## src/rtl/dac_spi_tx_pkg.sv

```systemverilog
// Shared definitions for the MCP49x1 SPI DAC transmitter: frame layout,
// control-bit positions and the frame FSM state encoding.
package dac_spi_tx_pkg;

   localparam int unsigned FRAME_W     = 16;
   localparam int unsigned DATA_W      = 10;
   localparam int unsigned SHIFT_TICKS = 32;
   localparam int unsigned BITCNT_W    = 5;

   localparam int unsigned BIT_AB   = 15;
   localparam int unsigned BIT_BUF  = 14;
   localparam int unsigned BIT_GA   = 13;
   localparam int unsigned BIT_SHDN = 12;
   localparam int unsigned DATA_LSB = 2;

   typedef enum logic [1:0] {
      IDLE  = 2'd0,
      SHIFT = 2'd1,
      GAP   = 2'd2,
      LATCH = 2'd3
   } state_e;

   // Channel A, active (SHDN=1), sample left-justified above two don't-care bits.
   function automatic logic [FRAME_W-1:0] build_frame(input logic              buf_bit,
                                                      input logic              ga_bit,
                                                      input logic [DATA_W-1:0] data);
      logic [FRAME_W-1:0] w;
      w                     = '0;
      w[BIT_AB]             = 1'b0;
      w[BIT_BUF]            = buf_bit;
      w[BIT_GA]             = ga_bit;
      w[BIT_SHDN]           = 1'b1;
      w[DATA_LSB +: DATA_W] = data;
      return w;
   endfunction

endpackage

```

## src/rtl/dac_spi_tx_tick.sv

```systemverilog
// Half-period tick generator: pulses every CLK_DIV cycles while enabled,
// and holds its count at zero while disabled.
module clk_tick_gen #(
   parameter int unsigned CLK_DIV = 25
) (
   input  logic sysclk,
   input  logic rst_n,
   input  logic enable,
   output logic tick
);

   localparam int unsigned CNT_W = 8;

   logic [CNT_W-1:0] cnt;

   assign tick = enable && (cnt == CNT_W'(CLK_DIV - 1));

   always_ff @(posedge sysclk or negedge rst_n) begin
      if (!rst_n)       cnt <= '0;
      else if (!enable) cnt <= '0;
      else if (tick)    cnt <= '0;
      else              cnt <= cnt + CNT_W'(1);
   end

endmodule

```

## src/rtl/dac_spi_tx.sv

```systemverilog
// SPI mode-0 transmitter for an MCP49x1 DAC with a one-entry pending sample
// register, chip-select gap and LDAC latch pulse after every frame.
module dac_spi_tx
   import dac_spi_tx_pkg::*;
#(
   parameter int unsigned CLK_DIV = 25,
   parameter logic        BUF     = 1'b0,
   parameter logic        GA_N    = 1'b1
) (
   input  logic              sysclk,
   input  logic              rst_n,
   input  logic [DATA_W-1:0] data_in,
   input  logic              load,
   output logic              dac_cs_n,
   output logic              dac_sck,
   output logic              dac_sdi,
   output logic              dac_ld_n,
   output logic              busy,
   output logic              overrun,
   output logic              frame_done
);

   state_e               state, state_nxt;
   logic [FRAME_W-1:0]   shreg, shreg_nxt;
   logic [BITCNT_W-1:0]  bit_cnt, bit_cnt_nxt;
   logic                 pend_valid, pend_valid_nxt;
   logic [FRAME_W-1:0]   pend_word, pend_word_nxt;
   logic                 cs_n_nxt, sck_nxt, sdi_nxt, ld_n_nxt, busy_nxt, overrun_nxt;
   logic                 start;
   logic [FRAME_W-1:0]   start_word;
   logic [FRAME_W-1:0]   load_word;
   logic                 tick_en;
   logic                 tick;

   assign tick_en   = (state != IDLE);
   assign load_word = build_frame(BUF, GA_N, data_in);

   // Decoded from registered state: the LATCH tick is the last cycle of a frame.
   assign frame_done = (state == LATCH) && tick;

   clk_tick_gen #(
      .CLK_DIV (CLK_DIV)
   ) u_tick (
      .sysclk (sysclk),
      .rst_n  (rst_n),
      .enable (tick_en),
      .tick   (tick)
   );

   always_comb begin
      state_nxt      = state;
      shreg_nxt      = shreg;
      bit_cnt_nxt    = bit_cnt;
      pend_valid_nxt = pend_valid;
      pend_word_nxt  = pend_word;
      cs_n_nxt       = dac_cs_n;
      sck_nxt        = dac_sck;
      sdi_nxt        = dac_sdi;
      ld_n_nxt       = dac_ld_n;
      busy_nxt       = busy;
      overrun_nxt    = overrun;
      start          = 1'b0;
      start_word     = '0;

      // Any load while a frame runs (including the LATCH exit cycle) goes to pending.
      if (load && (state != IDLE)) begin
         pend_valid_nxt = 1'b1;
         pend_word_nxt  = load_word;
         if (pend_valid) overrun_nxt = 1'b1;
      end

      case (state)
         IDLE: begin
            if (load) begin
               start      = 1'b1;
               start_word = load_word;
            end
         end
         SHIFT: begin
            if (tick) begin
               sck_nxt     = ~dac_sck;
               bit_cnt_nxt = bit_cnt + BITCNT_W'(1);
               if (dac_sck) begin
                  shreg_nxt = shreg << 1;
                  sdi_nxt   = shreg[FRAME_W-2];
               end
               if (bit_cnt == BITCNT_W'(SHIFT_TICKS - 1)) begin
                  state_nxt = GAP;
                  cs_n_nxt  = 1'b1;
                  sdi_nxt   = 1'b0;
               end
            end
         end
         GAP: begin
            if (tick) begin
               state_nxt = LATCH;
               ld_n_nxt  = 1'b0;
            end
         end
         LATCH: begin
            if (tick) begin
               ld_n_nxt = 1'b1;
               if (pend_valid_nxt) begin
                  start          = 1'b1;
                  start_word     = pend_word_nxt;
                  pend_valid_nxt = 1'b0;
               end else begin
                  state_nxt = IDLE;
                  busy_nxt  = 1'b0;
               end
            end
         end
         default: state_nxt = IDLE;
      endcase

      if (start) begin
         state_nxt   = SHIFT;
         shreg_nxt   = start_word;
         sdi_nxt     = start_word[FRAME_W-1];
         sck_nxt     = 1'b0;
         cs_n_nxt    = 1'b0;
         ld_n_nxt    = 1'b1;
         busy_nxt    = 1'b1;
         bit_cnt_nxt = '0;
      end
   end

   always_ff @(posedge sysclk or negedge rst_n) begin
      if (!rst_n) begin
         state      <= IDLE;
         shreg      <= '0;
         bit_cnt    <= '0;
         pend_valid <= 1'b0;
         pend_word  <= '0;
         dac_cs_n   <= 1'b1;
         dac_sck    <= 1'b0;
         dac_sdi    <= 1'b0;
         dac_ld_n   <= 1'b1;
         busy       <= 1'b0;
         overrun    <= 1'b0;
      end else begin
         state      <= state_nxt;
         shreg      <= shreg_nxt;
         bit_cnt    <= bit_cnt_nxt;
         pend_valid <= pend_valid_nxt;
         pend_word  <= pend_word_nxt;
         dac_cs_n   <= cs_n_nxt;
         dac_sck    <= sck_nxt;
         dac_sdi    <= sdi_nxt;
         dac_ld_n   <= ld_n_nxt;
         busy       <= busy_nxt;
         overrun    <= overrun_nxt;
      end
   end

endmodule

```

## config.mk

```make
export PLATFORM = sky130hd
export DESIGN_NAME = dac_spi_tx
export DESIGN_NICKNAME = d
export VERILOG_FILES = /design/src/rtl/dac_spi_tx_pkg.sv /design/src/rtl/dac_spi_tx_tick.sv /design/src/rtl/dac_spi_tx.sv
export SDC_FILE = /design/constraint.sdc
export NUM_CORES = 1
export LEC_CHECK = 0
export CORE_MARGIN = 2
export CORE_UTILIZATION = 40
export CTS_BUF_LIST = sky130_fd_sc_hd__clkbuf_2 sky130_fd_sc_hd__clkbuf_4 sky130_fd_sc_hd__clkbuf_8
export CTS_CLUSTER_SIZE = 25
export DETAILED_ROUTE_END_ITERATION = 12
export GPL_TIMING_DRIVEN = 0
export PLACE_DENSITY_LB_ADDON = 0.1
export SKIP_LAST_GASP = 1
export SYNTH_ARGS = -nofsm -noshare
export SYNTH_HDL_FRONTEND = slang
export SYNTH_HIERARCHICAL = 1
export SYNTH_SLANG_ARGS = --single-unit
export TNS_END_PERCENT = 1
```

## constraint.sdc

```tcl
create_clock -name sysclk -period 3 [get_ports sysclk]
set_input_delay 0.9 -clock sysclk [delete_from_list [all_inputs] [get_ports sysclk]]
set_output_delay 0.9 -clock sysclk [all_outputs]
set_load 0.05 [all_outputs]
```

# Yosys cells after proc, flatten, opt, wreduce, memory -nomap -nowiden
# Index checks and enable logic that the tools add are counted.
# W data, S select, Z words.
[op_classes] addsub=2 eq_ne=11 muxes=48 n_bitwise=1 n_reduce_logical=21
[ops] cell="$mux W15" n=4
[ops] cell="$mux W16" n=3
[ops] cell="$pmux W16 S2" n=1
[ops] cell="$mux W1" n=25
[ops] cell="$mux W8" n=2
[ops] cell="$mux W5" n=3
[ops] cell="$ne A3 B3 Y1 const B" n=5
[ops] cell="$reduce_and A3 Y1" n=5
[ops] cell="$mux W14" n=1
[ops] cell="$mux W2" n=6
[ops] cell="$reduce_bool A2 Y1" n=6
[ops] cell="$add A8 B1 Y8 const B" n=1
[ops] cell="$eq A8 B5 Y1 const B" n=1
[ops] cell="$pmux W2 S3" n=1
[ops] cell="$reduce_and A6 Y1" n=1
[ops] cell="$reduce_bool A3 Y1" n=2
[ops] cell="$add A5 B1 Y5 const B" n=1
[ops] cell="$eq A5 B5 Y1 const B" n=1
[ops] cell="$eq A2 B2 Y1 const B" n=2
[ops] cell="$pmux W1 S2" n=2
[ops] cell="$reduce_and A2 Y1" n=2
[ops] cell="$reduce_bool A4 Y1" n=1
[ops] cell="$logic_and A1 B1 Y1" n=3
[ops] cell="$eq A2 B1 Y1 const B" n=1
[ops] cell="other kinds (3)" n=3
[totals] reg_bits=53 in_bits=13 out_inout_bits=7 word_cells=95

# Longest topological paths before layout
# Gate-level depths: netlist of run 1.
[depth] ltp_word=8 depth_mapped=12

# Cells and area by module
# Netlist of run 1, hierarchy kept.
[by_module_without_submodules] module="dac_spi_tx" n_inst=1 cells_each=276 area_each_um2=2532.4
[by_module_without_submodules] module="clk_tick_gen" n_inst=1 cells_each=41 area_each_um2=414.1

# Worst setup path after synthesis of run 1
# Ideal clock, no wire load.
[synth_path] kind="register to output" start="register state[0]" end="output frame_done" t_arrival_ns=2.152 required_ns=2.100 slack_ns=-0.052 stages_incl_launch_ff=9 cell_sequence="dfrtp_1 > inv_1 > ha_1 > inv_1 > or4b_4 > nor4_1 > buf_6 > nand2_2 > inv_2"
[synth_between] elab_chain_cells=3 elab_cells_between_ends=4 cone_classes="eq/ne (1); reduce/logical (3)"
[synth_lines] element="from (decl)" line_no="dac_spi_tx.sv:23" rtl="state_e state, state_nxt;"
[synth_lines] element="from (signal assigned)" line_no="dac_spi_tx.sv:142" rtl="state <= state_nxt;"
[synth_lines] element="$reduce_bool A2 Y1" line_no="dac_spi_tx.sv:35" rtl="assign tick_en = (state != IDLE);"
[synth_lines] element="net tick_en" line_no="dac_spi_tx.sv:32" rtl="logic tick_en;"
[synth_lines] element="$logic_and A1 B1 Y1" line_no="dac_spi_tx_tick.sv:16" rtl="assign tick = enable && (cnt == CNT_W'(CLK_DIV - 1));"
[synth_lines] element="net tick" line_no="dac_spi_tx.sv:33" rtl="logic tick;"
[synth_lines] element="$logic_and A1 B1 Y1" line_no="dac_spi_tx.sv:39" rtl="assign frame_done = (state == LATCH) && tick;"
[synth_lines] element="to (decl)" line_no="dac_spi_tx.sv:20" rtl="output logic frame_done"
# The timed path passes the listed nets, and every way through them passes these cells.

# Worst setup path after layout of run 1
# Same ends and word-level chain as after synthesis.

==> flow_metrics.env, run 1 <==
export IMPL_power_density_nw_per_um2=389
export IMPL_avgSynthCellArea_um2=9.30
export IMPL_diodes=0
export IMPL_core_um2=7180
export IMPL_cp_arrival_ns=2.05
export IMPL_ys_types=50
export IMPL_cp_required_ns=2.10
export IMPL_ys_seq_area_frac=0.451
export IMPL_critPathKind="reg2out"
export IMPL_remaining_drc_errors=0
export IMPL_fin_total_pwr_w=0.00136
export IMPL_vias=2345
export IMPL_multiInputGateArea_um2=1490
export IMPL_synth_area_um2=2950
export IMPL_placed_cells=436
export IMPL_grt_pass1_wl_mm=11.3
export IMPL_vdd_ir_drop_max_v=0.000155
export IMPL_wl_per_cell_um=14.5
export IMPL_clkLatencyLatePin_ns=0.31
export IMPL_ys_flop_type="dfrtp_1"
export IMPL_die_width_um=89.8
export IMPL_start_util=0.411
export IMPL_met2_usage=0.263
export IMPL_rsz0062_at_grt="yes"
export IMPL_syn_nets=339
export IMPL_dp_hpwl_mm=4.76
export IMPL_critPathLaunchType="register"
export IMPL_pin_count=20
export IMPL_finalSetupViolations=0
export IMPL_dieArea_um2=8070
export IMPL_hp_class="reg2reg"
export IMPL_p_leak_nw=1.54
export IMPL_numCtsBuffers=5
export IMPL_antenna_found_initial=0
export IMPL_final_cells=451
export IMPL_first_pass_iters=4
export IMPL_vias_per_cell=5.20
export IMPL_rows=31
export IMPL_utilization=0.486
export IMPL_ys_warn_count=6
export IMPL_synth_edf_count=0
export IMPL_fin_area_um2=3490
export IMPL_syn_to_final_growth_pct=18.5
export IMPL_rrSetupSlack_ns=0.28
export IMPL_hold_viol_final=0
export IMPL_gp_congestion=0.775
export IMPL_cts_tree="done"
export IMPL_placed_area_um2=3280
export IMPL_clock_fmax_mhz=338
export IMPL_drv_slew=0
export IMPL_maxCapViolations=0
export IMPL_htree_num_levels=2
export IMPL_fill_cells=677
export IMPL_gr_usage_met3=0.0319
export IMPL_async_flop_share=1.00
export IMPL_cts_hold_buf=0
export IMPL_clockBufferDepth=2
export IMPL_endpoint_kind="output port"
export IMPL_grt_pass1_vias=2169
export IMPL_max_slew_margin=0.610
export IMPL_port_buffers=19
export IMPL_grt_overflow_total=0
export IMPL_status="finished clean"
export IMPL_layout_drive_gt1_share=0.159
export IMPL_worstMarginPinSlew_ns=0.585
export IMPL_cts_sinks=53
export IMPL_crit_fanout=5
export IMPL_nets=373
export IMPL_drt_total_wl_mm=6.53
export IMPL_dp_slack_ns=-0.930
export IMPL_syn_instance_count=317
export IMPL_drtIter0Drc=75
export IMPL_timing_final_ws_setup_ns=0.0451
export IMPL_clkTransAtPathRegs_ns=0.10
export IMPL_fin_crit_sh=0.985
export IMPL_fin_skew_ns=0.00717
export IMPL_ant_nets=0
export IMPL_synth_seq_cells=53
export IMPL_use_met1=0.249
export IMPL_busiest_layer="met2"
export IMPL_min_period_ns=2.95
export IMPL_grt_max_degree=30
export IMPL_clockRootBuffer="clkbuf_8"
export IMPL_regArea_um2=1330
export IMPL_grt_usage=0.171
export IMPL_fp_dieH_um=89.8
layout by cell type, fill, tap and decap left out, types with 2 or more instances in the layout:
master,instances
nor2_1,12
inv_2,3
nor3_1,3
buf_2,8
a21oi_1,23
and2b_1,5
nand4_1,2
a21oi_2,2
nand2_4,2
or3_1,3
a21o_1,2
buf_4,10
clkdlybuf4s50_1,17
dfrtp_1,51
nor2b_1,8
nand2b_1,4
a31oi_1,12
nand3_1,15
xor2_1,4
buf_6,5
inv_1,5
clkbuf_8,6
nand2_1,44
inv_4,2
and2_1,26
clkbuf_1,2
o211ai_1,2
dfstp_2,2
ha_1,8
xnor2_1,3
a211oi_1,10
o21ai_0,26
worst paths after layout:
check                                       endpoint  cells after the start            startpoint
worst max-delay path                      frame_done                      9  state[0]$_DFFE_PN0P_
worst min-delay path             overrun$_DFFE_PN0P_                      1   overrun$_DFFE_PN0P_
worst max register to register  shreg[6]$_DFFE_PN0P_                     14  state[0]$_DFFE_PN0P_
worst min register to register   overrun$_DFFE_PN0P_                      1   overrun$_DFFE_PN0P_
max in group asynchronous       dac_cs_n$_DFFE_PN1P_                      2                 rst_n
min in group asynchronous       state[0]$_DFFE_PN0P_                      1                 rst_n
Yosys cell counts, drive strengths merged (2+ instances only):
master,count,area (um^2)
dfrtp,51,1280
nand2,46,183
a21oi,26,149
and2,26,163
o21ai,26,130
buf,16,118
nand3,15,75.1
a211oi,12,108
a31oi,12,75.1
nor2,12,45.0
inv,10,37.5
ha,9,113
nor2b,8,50.1
and2b,5,37.5
nand2b,5,33.8
nor3,4,25.0
xor2,4,35.0
or3,3,18.8
xnor2,3,26.3
a21o,2,15.0
and3,2,17.5
clkbuf,2,7.51
dfstp,2,52.6
nand4,2,12.5
o211ai,2,15.0
report_power, final:
group          switching, W  total [W]  leakage, nW  internal [W]
sequential        0.0000135   0.000748        0.656      0.000734
clock              0.000235   0.000517       0.0619      0.000281
combinational     0.0000506  0.0000932        0.822     0.0000426
total              0.000300    0.00136         1.54       0.00106
layout make-up:
cell class              count  area share
repair buffers             27      0.0753
well taps                  99      0.0355
clock inverters             1     0.00860
multi-input cells         236       0.426
plain buffers              18      0.0358
inverters                  10      0.0122
flip-flops and latches     53       0.381
clock buffers               7      0.0258
repair_timing:
item                       4_1_cts  5_1_grt
setup endpoints to repair        2        1
pin swaps                        2        0
setup buffers                    6        1
resized for setup               16        0
cloned                           0        0
sequential cells by signal, indices dropped and copies added, names as in the netlist:
signal / cells
shreg: 15
busy: 1
pend_word: 16
pend_valid: 1
overrun: 1
dac_sck: 1
dac_sdi: 1
dac_ld_n: 1
dac_cs_n: 1
u_tick/cnt: 8
state: 2
bit_cnt: 5
stage by stage:
stage               TNS [ns]  hold slack, ns
finish                     0           0.465
floorplan                  0           0.434
CTS                        0           0.478
detailed placement    -0.930           0.450
global placement      -33.41           0.446
global route         -0.0434           0.498
worst max-delay path, cell delays in order, from the launching register on:
cell	delay, ns
dfrtp_1	0.38
inv_2	0.07
ha_4	0.18
inv_4	0.05
or4b_4	0.47
nor4_4	0.16
buf_6	0.14
nand2_4	0.08
inv_4	0.08
buf_8	0.14
layer usage:
layer / wire length (um) / share of wire
met1: 3240 / 0.50
met2: 2950 / 0.45
met3: 247 / 0.038
met4: 94 / 0.014
met5: 0 / 0
cells by family after synthesis:
group / Yosys count / share of synthesized area
AND/OR/NAND/NOR: 130 / 0.231
AO/OA/AOI/OAI: 89 / 0.200
flip-flops: 53 / 0.451
buffers and inverters: 28 / 0.0552
adder cells (fa/ha/maj): 9 / 0.0382
XOR/XNOR: 7 / 0.0208
multiplexers: 1 / 0.00340
(Power assumes the default switching activity.)
==> run 2: changes to the inputs <==
- CAP_MARGIN: unset -> 0
==> results of run 2 <==
The final DEF is identical to that of run 1; final timing and power are the same.
==> run 3: changes to the inputs <==
- CORE_UTILIZATION: 40 -> 55
==> run 3 against run 2 <==
Wire length decreased by 8.0%. Critical path depth unchanged. Sequential power about the same. Die area decreased by 26%. Clock power decreased by 17%. Via count decreased by 0.60%. Fmax increased by 0.13%. Largest power group unchanged.
==> flow_metrics.env, run 3 (synthesized netlist as in run 1, its figures left out) <==
export IMPL_top_register="pend_word"
export IMPL_clockBufferDepth=2
export IMPL_max_slew_margin=0.626
export IMPL_finalSetupViolations=0
export IMPL_cp_arrival_ns=2.05
export IMPL_dp_slack_ns=-0.894
export IMPL_p_leak_nw=1.53
export IMPL_grt_pass1_wl_mm=10.8
export IMPL_critPathLaunchType="register"
export IMPL_htree_num_levels=2
export IMPL_grt_overflow_total=0
export IMPL_min_path_cells=1
export IMPL_worst_hold_startpoint="pend_word[12]$_DFF_PN0_"
export IMPL_critPathKind="reg2out"
export IMPL_fin_area_um2=3430
export IMPL_core_um2=5140
export IMPL_worstMarginPinSlew_ns=0.561
export IMPL_use_met1=0.339
export IMPL_vias=2331
export IMPL_fin_tns_setup_ns=0
export IMPL_diodes=0
export IMPL_status="finished clean"
export IMPL_switching_share=0.224
export IMPL_hold_viol_final=0
export IMPL_dp_hpwl_mm=4.36
export IMPL_grt_max_degree=29
export IMPL_reg2reg_to="shreg[11]$_DFFE_PN0P_"
export IMPL_fin_crit_sh=0.984
export IMPL_drt_total_wl_mm=6.01
export IMPL_final_common_cell="dfrtp_1"
export IMPL_pwr_share_comb=0.074
export IMPL_nets=372
export IMPL_ant_nets=0
export IMPL_die_width_um=77.2
export IMPL_remaining_drc_errors=0
export IMPL_p_sw_w=0.000285
export IMPL_busiest_layer="met2"
export IMPL_numCtsBuffers=5
export IMPL_fin_skew_ns=0.00736
export IMPL_first_pass_iters=4
export IMPL_cts_tree="done"
export IMPL_fin_total_pwr_w=0.00127
export IMPL_clkTransAtPathRegs_ns=0.09
export IMPL_wl_per_cell_um=14.3
export IMPL_drtIter0Drc=115
export IMPL_vdd_ir_drop_max_v=0.000233
export IMPL_maxCapViolations=0
export IMPL_grt_pass1_vias=2276
export IMPL_rsz0062_at_grt="yes"
export IMPL_clockRootBuffer="clkbuf_8"
export IMPL_endpoint_kind="output port"
export IMPL_gp_congestion=0.826
export IMPL_largest_reg_flops=16
export IMPL_start_util=0.573
export IMPL_rows=26
export IMPL_vias_per_cell=5.54
export IMPL_r2r_start="state[0]$_DFFE_PN0P_"
export IMPL_timing_final_ws_setup_ns=0.0490
export IMPL_top_regs="pend_word: 16 flops, shreg: 15 flops, u_tick/cnt: 8 flops"
export IMPL_antenna_found_initial=0
export IMPL_pin_count=20
export IMPL_min_to="pend_word[12]$_DFF_PN0_"
export IMPL_drv_slew=0
export IMPL_syn_to_final_growth_pct=16.4
export IMPL_cp_required_ns=2.10
export IMPL_dieArea_um2=5960
export IMPL_fill_cells=458
export IMPL_internal_power_w=0.000984
export IMPL_reg2reg_depth=13
export IMPL_clock_fmax_mhz=339
export IMPL_met2_usage=0.339
export IMPL_min_period_ns=2.95
export IMPL_layout_drive_gt1_share=0.154
export IMPL_seq_power_share=0.589
export IMPL_pwr_share_clk=0.337
export IMPL_power_density_nw_per_um2=370
export IMPL_clkLatencyLatePin_ns=0.30
export IMPL_mostFrequentLayoutCells="dfrtp_1 (51), nand2_1 (44), and2_1 (26), o21ai_0 (26), a21oi_1 (23)"
export IMPL_cts_sinks=53
export IMPL_utilization=0.667
export IMPL_port_buffers=19
export IMPL_grt_usage=0.226
export IMPL_gr_usage_met3=0.0494
export IMPL_crit_fanout=5
export IMPL_rrSetupSlack_ns=0.37
export IMPL_fp_dieH_um=77.2
export IMPL_placed_area_um2=3250
export IMPL_hp_class="reg2reg"
run 3: cell types whose count changed in the layout (fill, tap and decap cells not counted):
cell and change:
nand2_4 -1, nand2_8 +1, bufinv_16 -1, clkbuf_4 +1
inv_4 -1, inv_1 +1, buf_4 -1
run 3: worst max-delay path by stage:
stage | endpoint | start | slack, ns
global placement | frame_done | state[0]$_DFFE_PN0P_ | -0.86
global route | frame_done | state[0]$_DFFE_PN0P_ | -0.03
CTS | frame_done | state[1]$_DFFE_PN0P_ | 0.02
floorplan | frame_done | state[0]$_DFFE_PN0P_ | 0.05
finish | frame_done | state[0]$_DFFE_PN0P_ | 0.05
detailed placement | frame_done | state[1]$_DFFE_PN0P_ | -0.89
run 3: cell type report:
type,instances,area (um^2),share of cell area
well taps,70,87.6,0.0255
repair buffers,26,255,0.0744
plain buffers,18,125,0.0365
inverters,10,40.0,0.0117
clock buffers,8,97.6,0.0284
multi-input cells,236,1500,0.436
flip-flops and latches,53,1330,0.387
run 3: power by group through the flow:
stage	logic [W]	registers [W]	clock network [W]
finish	0.0000933	0.000747	0.000428
floorplan	0.0000483	0.000757	0
global route	0.000108	0.000750	0.000477
CTS	0.0000943	0.000747	0.000445
global placement	0.0000899	0.000761	0
detailed placement	0.0000939	0.000761	0
run 3: per-layer routing:
metal,wire length (um),vias up
li1,-,1166
met1,3010,1108
met2,2720,55
met3,258,2
met4,21,0
met5,0,-
run 3: stage by stage:
step                hold WS (ns)  cells
finish                     0.474    421
global route               0.499    421
CTS                        0.476    421
detailed placement         0.449    407
global placement           0.448    406
floorplan                  0.434    317
run 3: repair_timing:
action / in CTS / in global routing
setup buffers: 6 / 0
hold buffers: 0 / 0
cloned: 0 / 0
resized for setup: 14 / 1
setup endpoints to repair: 2 / 1
pin swaps: 1 / 0
endpoints found under the hold margin: 0 / 0
run 3: critical path, stage by stage (launching register included):
cell     delay, ns
dfrtp_1       0.38
inv_2         0.07
ha_4          0.18
inv_2         0.06
or4b_4        0.48
nor4_4        0.15
buf_6         0.15
nand2_8       0.07
inv_4         0.07
buf_8         0.14
